$ cat src/rtl/hmm_frame_decision.sv
// hmm_frame_decision
// Per-frame argmax over the HMM scorer's per-state log-likelihoods, a raw
// silence decision against THRESH, and an on/off hangover that debounces the
// decision into sil_flag for the segmentation logic.
module hmm_frame_decision #(
    parameter int                 STATE   = 12,
    parameter logic signed [63:0] THRESH  = 64'sd0,
    parameter int                 ON_CNT  = 3,
    parameter int                 OFF_CNT = 5
) (
    input  logic        clk,
    input  logic        reset,
    input  logic        dv_i,
    input  logic [15:0] index_i,
    input  logic [63:0] score_i,
    input  logic        done_i,
    output logic        frame_dv,
    output logic [15:0] best_index,
    output logic [63:0] best_score,
    output logic        sil_frame,
    output logic        sil_flag,
    output logic [15:0] frame_cnt,
    output logic        err
);

    localparam logic signed [63:0] MOST_NEG  = 64'sh8000_0000_0000_0000;
    localparam logic [15:0]        NO_INDEX  = 16'hFFFF;
    localparam logic [15:0]        STATE_N   = 16'(STATE);
    localparam logic [15:0]        ON_LIM    = 16'(ON_CNT);
    localparam logic [15:0]        OFF_LIM   = 16'(OFF_CNT);
    localparam logic [15:0]        CNT_MAX   = 16'hFFFF;

    typedef enum logic [1:0] {
        COLLECT = 2'd0,
        DECIDE  = 2'd1,
        OUT     = 2'd2
    } state_t;

    // Increment that sticks at lim instead of wrapping.
    function automatic logic [15:0] sat_inc(input logic [15:0] v, input logic [15:0] lim);
        return (v >= lim) ? lim : v + 16'd1;
    endfunction

    state_t             state_q, state_d;
    logic               done_q;
    logic [15:0]        cnt_q, cnt_d;
    logic signed [63:0] max_q, max_d;
    logic [15:0]        idx_q, idx_d;
    logic [15:0]        on_q, on_d;
    logic [15:0]        off_q, off_d;
    logic [15:0]        best_index_q, best_index_d;
    logic signed [63:0] best_score_q, best_score_d;
    logic               sil_frame_q, sil_frame_d;
    logic               sil_flag_q, sil_flag_d;
    logic               frame_dv_q, frame_dv_d;
    logic [15:0]        frame_cnt_q, frame_cnt_d;
    logic               err_q, err_d;

    logic signed [63:0] score_s;
    logic               done_rise;
    logic               is_sil;

    assign score_s   = score_i;
    assign done_rise = done_i & ~done_q;

    // Register all state; reset discards any partially collected frame.
    always_ff @(posedge clk) begin
        if (reset) begin
            state_q      <= COLLECT;
            done_q       <= 1'b0;
            cnt_q        <= 16'd0;
            max_q        <= MOST_NEG;
            idx_q        <= NO_INDEX;
            on_q         <= 16'd0;
            off_q        <= 16'd0;
            best_index_q <= 16'd0;
            best_score_q <= 64'sd0;
            sil_frame_q  <= 1'b0;
            sil_flag_q   <= 1'b0;
            frame_dv_q   <= 1'b0;
            frame_cnt_q  <= 16'd0;
            err_q        <= 1'b0;
        end else begin
            state_q      <= state_d;
            done_q       <= done_i;
            cnt_q        <= cnt_d;
            max_q        <= max_d;
            idx_q        <= idx_d;
            on_q         <= on_d;
            off_q        <= off_d;
            best_index_q <= best_index_d;
            best_score_q <= best_score_d;
            sil_frame_q  <= sil_frame_d;
            sil_flag_q   <= sil_flag_d;
            frame_dv_q   <= frame_dv_d;
            frame_cnt_q  <= frame_cnt_d;
            err_q        <= err_d;
        end
    end

    // Next-state logic: collect scores, decide once per frame, then publish.
    always_comb begin
        state_d      = state_q;
        cnt_d        = cnt_q;
        max_d        = max_q;
        idx_d        = idx_q;
        on_d         = on_q;
        off_d        = off_q;
        best_index_d = best_index_q;
        best_score_d = best_score_q;
        sil_frame_d  = sil_frame_q;
        sil_flag_d   = sil_flag_q;
        frame_dv_d   = 1'b0;
        frame_cnt_d  = frame_cnt_q;
        err_d        = err_q;
        is_sil       = 1'b0;

        case (state_q)
            COLLECT: begin
                if (dv_i) begin
                    // Strict compare: on a tie the earliest arrival is kept.
                    if (score_s > max_q) begin
                        max_d = score_s;
                        idx_d = index_i;
                    end
                    cnt_d = sat_inc(cnt_q, CNT_MAX);
                    if (index_i != cnt_q) begin
                        err_d = 1'b1;
                    end
                end
                // A score arriving with the done edge is already folded in above.
                if (done_rise) begin
                    state_d = DECIDE;
                end
            end

            DECIDE: begin
                if (dv_i) begin
                    err_d = 1'b1;
                end
                // An empty frame never counts as silence, whatever THRESH is.
                is_sil       = (cnt_q != 16'd0) && (max_q >= THRESH);
                best_index_d = idx_q;
                best_score_d = max_q;
                sil_frame_d  = is_sil;
                if (cnt_q != STATE_N) begin
                    err_d = 1'b1;
                end
                if (is_sil) begin
                    off_d = 16'd0;
                    on_d  = sat_inc(on_q, ON_LIM);
                    if (on_d == ON_LIM) begin
                        sil_flag_d = 1'b1;
                    end
                end else begin
                    on_d  = 16'd0;
                    off_d = sat_inc(off_q, OFF_LIM);
                    if (off_d == OFF_LIM) begin
                        sil_flag_d = 1'b0;
                    end
                end
                state_d = OUT;
            end

            OUT: begin
                if (dv_i) begin
                    err_d = 1'b1;
                end
                frame_dv_d  = 1'b1;
                frame_cnt_d = frame_cnt_q + 16'd1;
                cnt_d       = 16'd0;
                max_d       = MOST_NEG;
                idx_d       = NO_INDEX;
                state_d     = COLLECT;
            end

            default: begin
                state_d = COLLECT;
            end
        endcase
    end

    assign frame_dv   = frame_dv_q;
    assign best_index = best_index_q;
    assign best_score = best_score_q;
    assign sil_frame  = sil_frame_q;
    assign sil_flag   = sil_flag_q;
    assign frame_cnt  = frame_cnt_q;
    assign err        = err_q;

endmodule

$ cat config.mk
export PLATFORM = sky130hd
export DESIGN_NAME = hmm_frame_decision
export DESIGN_NICKNAME = d
export VERILOG_FILES = /design/src/rtl/hmm_frame_decision.sv
export SDC_FILE = /design/constraint.sdc
export NUM_CORES = 1
export LEC_CHECK = 0
export BUFFER_PORTS_ARGS = -buffer_cell sky130_fd_sc_hd__buf_2
export CORE_ASPECT_RATIO = 0.5
export CORE_MARGIN = 4
export CORE_UTILIZATION = 50
export CTS_CLUSTER_SIZE = 20
export DETAILED_ROUTE_END_ITERATION = 6
export PLACE_DENSITY = 0.76
export SLEW_MARGIN = 20
export SYNTH_ARGS = -nofsm -noshare
export SYNTH_HDL_FRONTEND = slang
export SYNTH_SLANG_ARGS = --single-unit
$ cat constraint.sdc
create_clock -name clk -period 2.84 [get_ports clk]
set_input_delay 0.568 -clock clk [delete_from_list [all_inputs] [get_ports clk]]
set_output_delay 0.568 -clock clk [all_outputs]
set_load 0.005 [all_outputs]
# After elaboration in Yosys (flattened, before gate mapping)

Cells that the tools add are included.

Register bits: 231
Bits in latches: 0
RAM bits: 0
ROM bits: 0
Bits of input ports: 84
Memories: 0

$add $sub $neg: 4
$mul: 0
Divide/modulo/power cells: 0
Magnitude comparators: 5
Equality and inequality tests: 11
Shifts and indexed selects: 0
Muxes and demuxes: 24
Bitwise gates (word level): 2
Reductions and logical operators: 10

Operators with widths:

| kind                                                    | number |
|---|---|
| 2-to-1 mux 16 bit                                       | 8 |
| 2-to-1 mux 64 bit                                       | 2 |
| one-hot mux 64 bit (2 select lines)                     | 1 |
| adder 16 x 1 -> 16 bit (second input constant)          | 4 |
| >= comparator 64 x 1 -> 1 bit (second input constant)   | 1 |
| > comparator 64 bit                                     | 1 |
| one-hot mux 16 bit (2 select lines)                     | 2 |
| == test 16 x 2 -> 1 bit (second input constant)         | 1 |
| == test 16 x 3 -> 1 bit (second input constant)         | 1 |
| >= comparator 16 bit (second input constant)            | 1 |
| >= comparator 16 x 2 -> 1 bit (second input constant)   | 1 |
| >= comparator 16 x 3 -> 1 bit (second input constant)   | 1 |
| inequality test 16 bit                                  | 1 |
| inequality test 16 x 4 -> 1 bit (second input constant) | 1 |
| nonzero test 16 bit                                     | 1 |
| AND reduction 3 bit                                     | 3 |
| 2-to-1 mux 1 bit                                        | 8 |
| inequality test 2 bit (second input constant)           | 4 |
| one-hot mux 2 bit (2 select lines)                      | 1 |
| nonzero test 2 bit                                      | 2 |
| one-hot mux 1 bit (3 select lines)                      | 1 |
| nonzero test 3 bit                                      | 1 |
| == test 2 x 1 -> 1 bit (second input constant)          | 1 |
| == test 2 bit (second input constant)                   | 1 |
| other kinds (7)                                         | 7 |

# Longest topological paths before layout

Gate-level depths: netlist of run 1.

Depth after elaboration: 5
Depth in mapped cells: 12
Depth with buffers taken out: 10

# Worst setup path before layout of run 1

No wires, ideal clock.

Path type: input-to-reg
From: input score_i[63]
To: register idx_q[10]
Data arrival time: 2.675 ns
Data required time: 2.712 ns
Setup slack: 0.037 ns
Stages on the path: 10
Path buffers: 1
Cells stage by stage: ha_1 -> nand4_2 -> nor3_1 -> a22o_1 -> or4_1 -> a211oi_2 -> a31oi_1 -> nor3_2 -> clkbuf_1 -> a21oi_1

Cells in the longest elaborated chain, start to end: 3

RTL lines:

| item                            | RTL line | source |
|---|---|---|
| from (decl)                     | 15       | `input logic [63:0] score_i,` |
| > comparator 64 bit             | 122      | `if (score_s > max_q) begin` |
| inequality test 2 bit (no line) | n/a      |  |
| AND reduction 3 bit (no line)   | n/a      |  |
| to (signal assigned)            | 88       | `idx_q <= idx_d;` |
| to (decl)                       | 48       | `logic [15:0] idx_q, idx_d;` |

Every way passes these cells.
A chain may end at the register's enable or synchronous reset.

# Worst setup path after layout of run 1

From: register max_q[52]
To: register max_q[58]

Cells in the longest elaborated chain, start to end: 3

RTL lines:

| item                            | RTL line | source |
|---|---|---|
| from (decl)                     | 47       | `logic signed [63:0] max_q, max_d;` |
| from (signal assigned)          | 87       | `max_q <= max_d;` |
| > comparator 64 bit             | 122      |  |
| inequality test 2 bit (no line) | n/a      |  |
| AND reduction 3 bit (no line)   | n/a      |  |

Every way passes these cells.

==> results.cfg, run 1 <==
[outcome]
status = complete, but fails checks
failed_checks = negative setup slack

[sta]
slew_violations = 0
tightest_slew_ns = 0.781
relSlewSlack_pct = 47.9
timing.final.crit_share_pct = 101
hold_viol_final = 0
post-route-min-period_ns = 2.87
skew_ns = 0.0199
fmax_ghz = 0.349
layout_setup_ws_ns = -0.0284
setup_viol = 10
rsz0062_at_grt = yes

[synthesis]
yosys.area.top_type_share_pct = 45.7
synthFlopType = dfxtp_1
yosys.area.top_type = dfxtp_1
synth_fp_nets = 1241
yosysUniqueCellTypes = 50
synth_async_sr_flop_share_pct = 0
ys_seq_elements = 231
synth_edf_count = 0
avgSynthCellArea_um2 = 9.36
yosys-top-cells-area = dfxtp_1 (46%), ha_1 (9.3%), mux2i_1 (8.1%)
syn_inst = 1082
ys_warn_count = 0
seq_area_frac_synth_pct = 45.7
netlist_area_mm2 = 0.0101

[route]
vias_per_cell = 5.49
drt-pass1-iter-count = 5
dr_total_vias = 8756
antenna_left = 0
drt_iter0_drc = 508
routed_wl_um = 28000
route.detailed.wl_per_inst_um = 17.6
drc_errors = 0

[floorplanning]
num_io_pins = 184
num_rows = 36
die_x_um = 209
die_h_um = 109
initial_core_util_pct = 51.4
fp.coreArea_mm2 = 0.0197
fp.dieArea_mm2 = 0.0227

[finish]
nets = 1473
drive_gt1_share_pct = 27.6
layout_commonest_cell = dfxtp_1
areaGrowthSynthToFinish_pct = 29.5
most-common-layout-cells = dfxtp_1 (214), buf_2 (182), nor2_1 (132)
instances_no_fill = 1596

[clock_tree]
cts_tree = built
htree_levels = 1
clk_path_buf_depth = 3
path_clk_slew_ns = 0.07
cts_hold_buf = 0
cts_inserted_buffers = 21
clock_latency_ns = 0.51
cts_num_sinks = 231
cts-root-buf = clkbuf_16

[place]
dpl.cell_count = 1543
io_buffers = 183
gp_congestion = 0.853
dp_hpwl_um = 18400

[global_routing]
grt_pass1_vias = 8594
grt_max_degree = 65
grt_usage_pct = 22.8
grt_antenna_before_repair = 3
grt_pass1_wl_um = 43100
grt_overflow_total = 0

[flow_run]
cap_violations = 0

[worst_setup_path]
path_class = reg -> reg
r2r_end = max_q[58]
required_ns = 3.22
r2r_start = max_q[52]
crit_family = compound AO/OA/AOI/OAI gates
path_common_cell = a22o_1
slowest_delay_ns = 0.45
cpMaxStageDelayCell = or4_4
path_buf_inv = 3
arrival_ns = 3.25
path_max_fanout = 8
endpoint_kind = flip-flop
crit_chain = inv_1, ha_1, nand4_1, nor3_2, a22o_1, or4_4, a211o_1, a31oi_4, nor3_4, buf_6, buf_16, a22o_1
reg2reg_slack_ns = -0.03
start_kind = flip-flop
worst-r2r-cell-count = 12

[worst_hold_path]
hold-path-endpoint = max_q[44]
min_from = score_i[44]
hold_path.class = in -> reg
worstHoldPathCells = 2

[pwr]
ir_drop_mv = 0.377
p_per_area_mw_per_mm2 = 617
leakagePower_nw = 5.80
p_total_mw = 8.09
==> Yosys cell counts (all sizes together), types with 13 or more instances <==
cell	instances
a21oi	92
a22o	64
and2	29
buf	27
clkbuf	30
dfxtp	231
ha	75
inv	97
mux2i	82
nand2	33
nand3	19
nand4	23
nor2	133
nor3	21
nor4	14
o21ai	13
xor2	28
==> power breakdown <==
part / switching, mW / internal (mW) / leakage (nW) / total (mW)
sequential: 0.129 / 3.43 / 1.88 / 3.56
clock: 1.24 / 1.85 / 0.374 / 3.09
combinational: 0.763 / 0.686 / 3.55 / 1.45
==> cells by family after synthesis <==
family | Yosys count | share of synthesized area [%]
simple gates | 298 | 14.3
flops | 231 | 45.7
compound gates | 209 | 13.8
buf+inv | 155 | 6.13
mux | 82 | 8.10
fa+ha+maj | 75 | 9.27
xor+xnor | 32 | 2.77
==> layer usage <==
layer  track usage [%]  vias up  wire length (um)
met5                 0        -                29
met4              5.35        6               658
met3              4.20       58              1470
met2              39.3      262             13200
met1              30.2     4197             12600
li1                  -     4233                 -
==> stage by stage <==
stage	utilization (%)	hold slack [ns]	setup slack [ns]	TNS (ns)	cell area, um2
global route	66.6	0.291	-0.132	-6.09	13100
floorplan	-	0.425	0.0366	0	10100
finish	66.6	0.290	-0.0284	-0.118	13100
detailed placement	59.6	0.438	-0.460	-34.22	11700
CTS	64.9	0.272	-0.0117	-0.0348	12800
global placement	59.6	0.436	-0.405	-30.29	11700
==> sequential cells by signal, summed over array words and instances, names as in the netlist <==
| signal | cells |
|---|---|
| err | 1 |
| frame_cnt | 16 |
| off_q | 16 |
| sil_frame | 1 |
| idx_q | 16 |
| frame_dv | 1 |
| cnt_q | 16 |
| done_q | 1 |
| sil_flag | 1 |
| best_score | 64 |
| state_q | 2 |
| max_q | 64 |
| best_index | 16 |
| on_q | 16 |
==> final cells by class <==
type,instances,area [um2]
Fill cell,1534,6570
Multi-Input combinational cell,696,5230
Sequential cell,231,4650
Timing Repair Buffer,266,1780
Clock buffer,31,643
Inverter,98,368
Tap cell,266,333
Clock inverter,7,116
Antenna cell,1,2.50
==> timing repair <==
action | in CTS | in global routing
gates cloned | 4 | 5
gates resized for setup | 30 | 42
pin swaps | 13 | 30
setup buffers | 4 | 2
setup endpoints to repair | 80 | 93
hold endpoints to repair | 0 | 0
==> worst max path at each step <==
stage | start | to | cells after the start
final | max_q[52] | max_q[58] | 12
after CTS | max_q[56] | max_q[13] | 12
after detailed placement | score_i[59] | max_q[13] | 13
after floorplan | score_i[63] | idx_q[10] | 10
after global placement | score_i[59] | max_q[10] | 13
after global routing | max_q[55] | max_q[58] | 12
==> worst reg2reg max path, delay by kind of cell, from the launching register on <==
family                   cells  cell delay, ns
buffers and inverters        3            0.40
flip-flops                   1            0.34
adder cells (fa/ha/maj)      1            0.26
AND/OR/NAND/NOR              4            0.78
AO/OA/AOI/OAI                4            0.98
Note: power is estimated with default switching activity, not from simulation.
==> run 2: changes to the inputs <==
- PLACE_DENSITY: 0.76 -> 0.84
==> results.cfg, run 2 (synthesis results as in run 1) <==
[sta]
post-route-min-period_ns = 3.05
skew_ns = 0.0208
rsz0062_at_grt = yes
layout_setup_ws_ns = -0.214
hold-worst-slack_ns = 0.283
relSlewSlack_pct = 48.2
setup_viol = 80
hold_viol_final = 0
fmax_ghz = 0.327
timing.final.crit_share_pct = 108
slew_violations = 0
tightest_slew_ns = 0.770
setup_tns_ns = -13.45

[pwr]
leakagePower_nw = 5.79
ir_drop_mv = 0.471
power_frac_clock_pct = 37.6
p_int_mw = 5.91
p_sw_mw = 2.21
swShare_pct = 27.2
p_per_area_mw_per_mm2 = 622
power_frac_comb_pct = 18.7
p_total_mw = 8.13
power_frac_seq_pct = 43.8

[worst_hold_path]
hold-path-endpoint = max_q[18]
hold_path.class = in -> reg
worstHoldPathCells = 2
min_from = score_i[18]

[global_routing]
grt_usage_pct = 23.0
grt_max_degree = 70
grt_antenna_before_repair = 6
grt_pass1_wl_um = 43200
grt_pass1_vias = 8593
grt_overflow_total = 0

[route]
antenna_left = 0
route.detailed.wl_per_inst_um = 18.7
drt_iter0_drc = 608
drc_errors = 0
dr_total_vias = 8965
vias_per_cell = 5.63
drt-pass1-iter-count = 5
routed_wl_um = 29700

[finish]
nets = 1468
layout_commonest_cell = dfxtp_1
fin_area_mm2 = 0.0131
areaGrowthSynthToFinish_pct = 29.1
most-common-layout-cells = dfxtp_1 (224), buf_2 (182), nor2_1 (132)
instances_no_fill = 1592
drive_gt1_share_pct = 25.7
fillers = 1415
post-route-util_pct = 66.4

[worst_setup_path]
reg2reg_slack_ns = -0.21
slowest_delay_ns = 0.40
endpoint_kind = flip-flop
path_buf_inv = 5
path_max_fanout = 4
start_kind = flip-flop
crit_family = simple AND/OR/NAND/NOR gates
path_class = reg -> reg
crit_chain = inv_1, ha_1, nand4_1, buf_4, nor4_4, and2_4, nor3b_4, a311oi_2, buf_4, a31oi_4, nor3_4, clkbuf_16, buf_8, a22o_1
cpMaxStageDelayCell = dfxtp_1
worst-r2r-cell-count = 14
arrival_ns = 3.44
path_common_cell = buf_4
r2r_start = max_q[52]
r2r_end = max_q[52]
required_ns = 3.22

[outcome]
status = complete, but fails checks
failed_checks = negative setup slack

[place]
dp_hpwl_um = 18600
gp_congestion = 0.888
io_buffers = 183
preCtsSetupSlack_ns = -0.449
placed_cell_area_mm2 = 0.0116
dpl.cell_count = 1521

[clock_tree]
cts_num_sinks = 231
clock_latency_ns = 0.51
cts-root-buf = clkbuf_16
clk_path_buf_depth = 3
cts_tree = built
htree_levels = 1
path_clk_slew_ns = 0.07
cts_inserted_buffers = 21

[floorplanning]
fp.dieArea_mm2 = 0.0227
die_x_um = 209
num_rows = 36
num_io_pins = 184
die_h_um = 109
initial_core_util_pct = 51.4
fp.coreArea_mm2 = 0.0197

[flow_run]
cap_violations = 0
==> run 2: power by group through the flow <==
stage                     sequential, mW  clock (mW)  combinational [mW]
final                               3.56        3.05                1.52
after global routing                3.58        3.23                1.64
after CTS                           3.55        3.08                1.28
after detailed placement            3.62           0                1.17
after global placement              3.61           0                1.11
after floorplan                     3.59           0               0.733
==> run 2: final cells by class <==
cell class,count,area (um2),share of cell area [%]
sequential,231,4630,35.4
inverter,98,368,2.81
tap,266,333,2.55
multi-input combinational,697,5170,39.5
clock inverter,8,124,0.948
timing repair buffer,260,1830,14.0
antenna,3,7.51,0.0574
clock buffer,29,606,4.63
==> run 2: worst max path at each step <==
stage                startpoint         to  slack, ns  depth (start not counted)
finish                max_q[52]  max_q[52]      -0.21                         14
global route          max_q[52]  max_q[59]      -0.32                         14
CTS                   max_q[59]  max_q[26]      -0.03                         13
detailed placement  score_i[59]  max_q[17]      -0.45                         12
global placement    score_i[59]  max_q[11]      -0.38                         12
floorplan           score_i[63]  idx_q[10]       0.04                         10
==> run 2: timing repair <==
action,4_1_cts,5_1_grt
hold buffers,0,0
endpoints found under the hold margin,0,0
setup buffers,5,7
gates resized for setup,26,31
setup endpoints to repair,80,82
cloned,2,17
pin swaps,18,60
==> run 2: per-layer routing <==
| metal | vias up | track usage (%) | wire [um] |
|---|---|---|---|
| met4 | 6 | 8.56 | 1120 |
| met5 | - | 0 | 28 |
| li1 | 4223 | - | - |
| met2 | 389 | 39.0 | 13700 |
| met1 | 4253 | 29.2 | 12700 |
| met3 | 94 | 4.80 | 2180 |
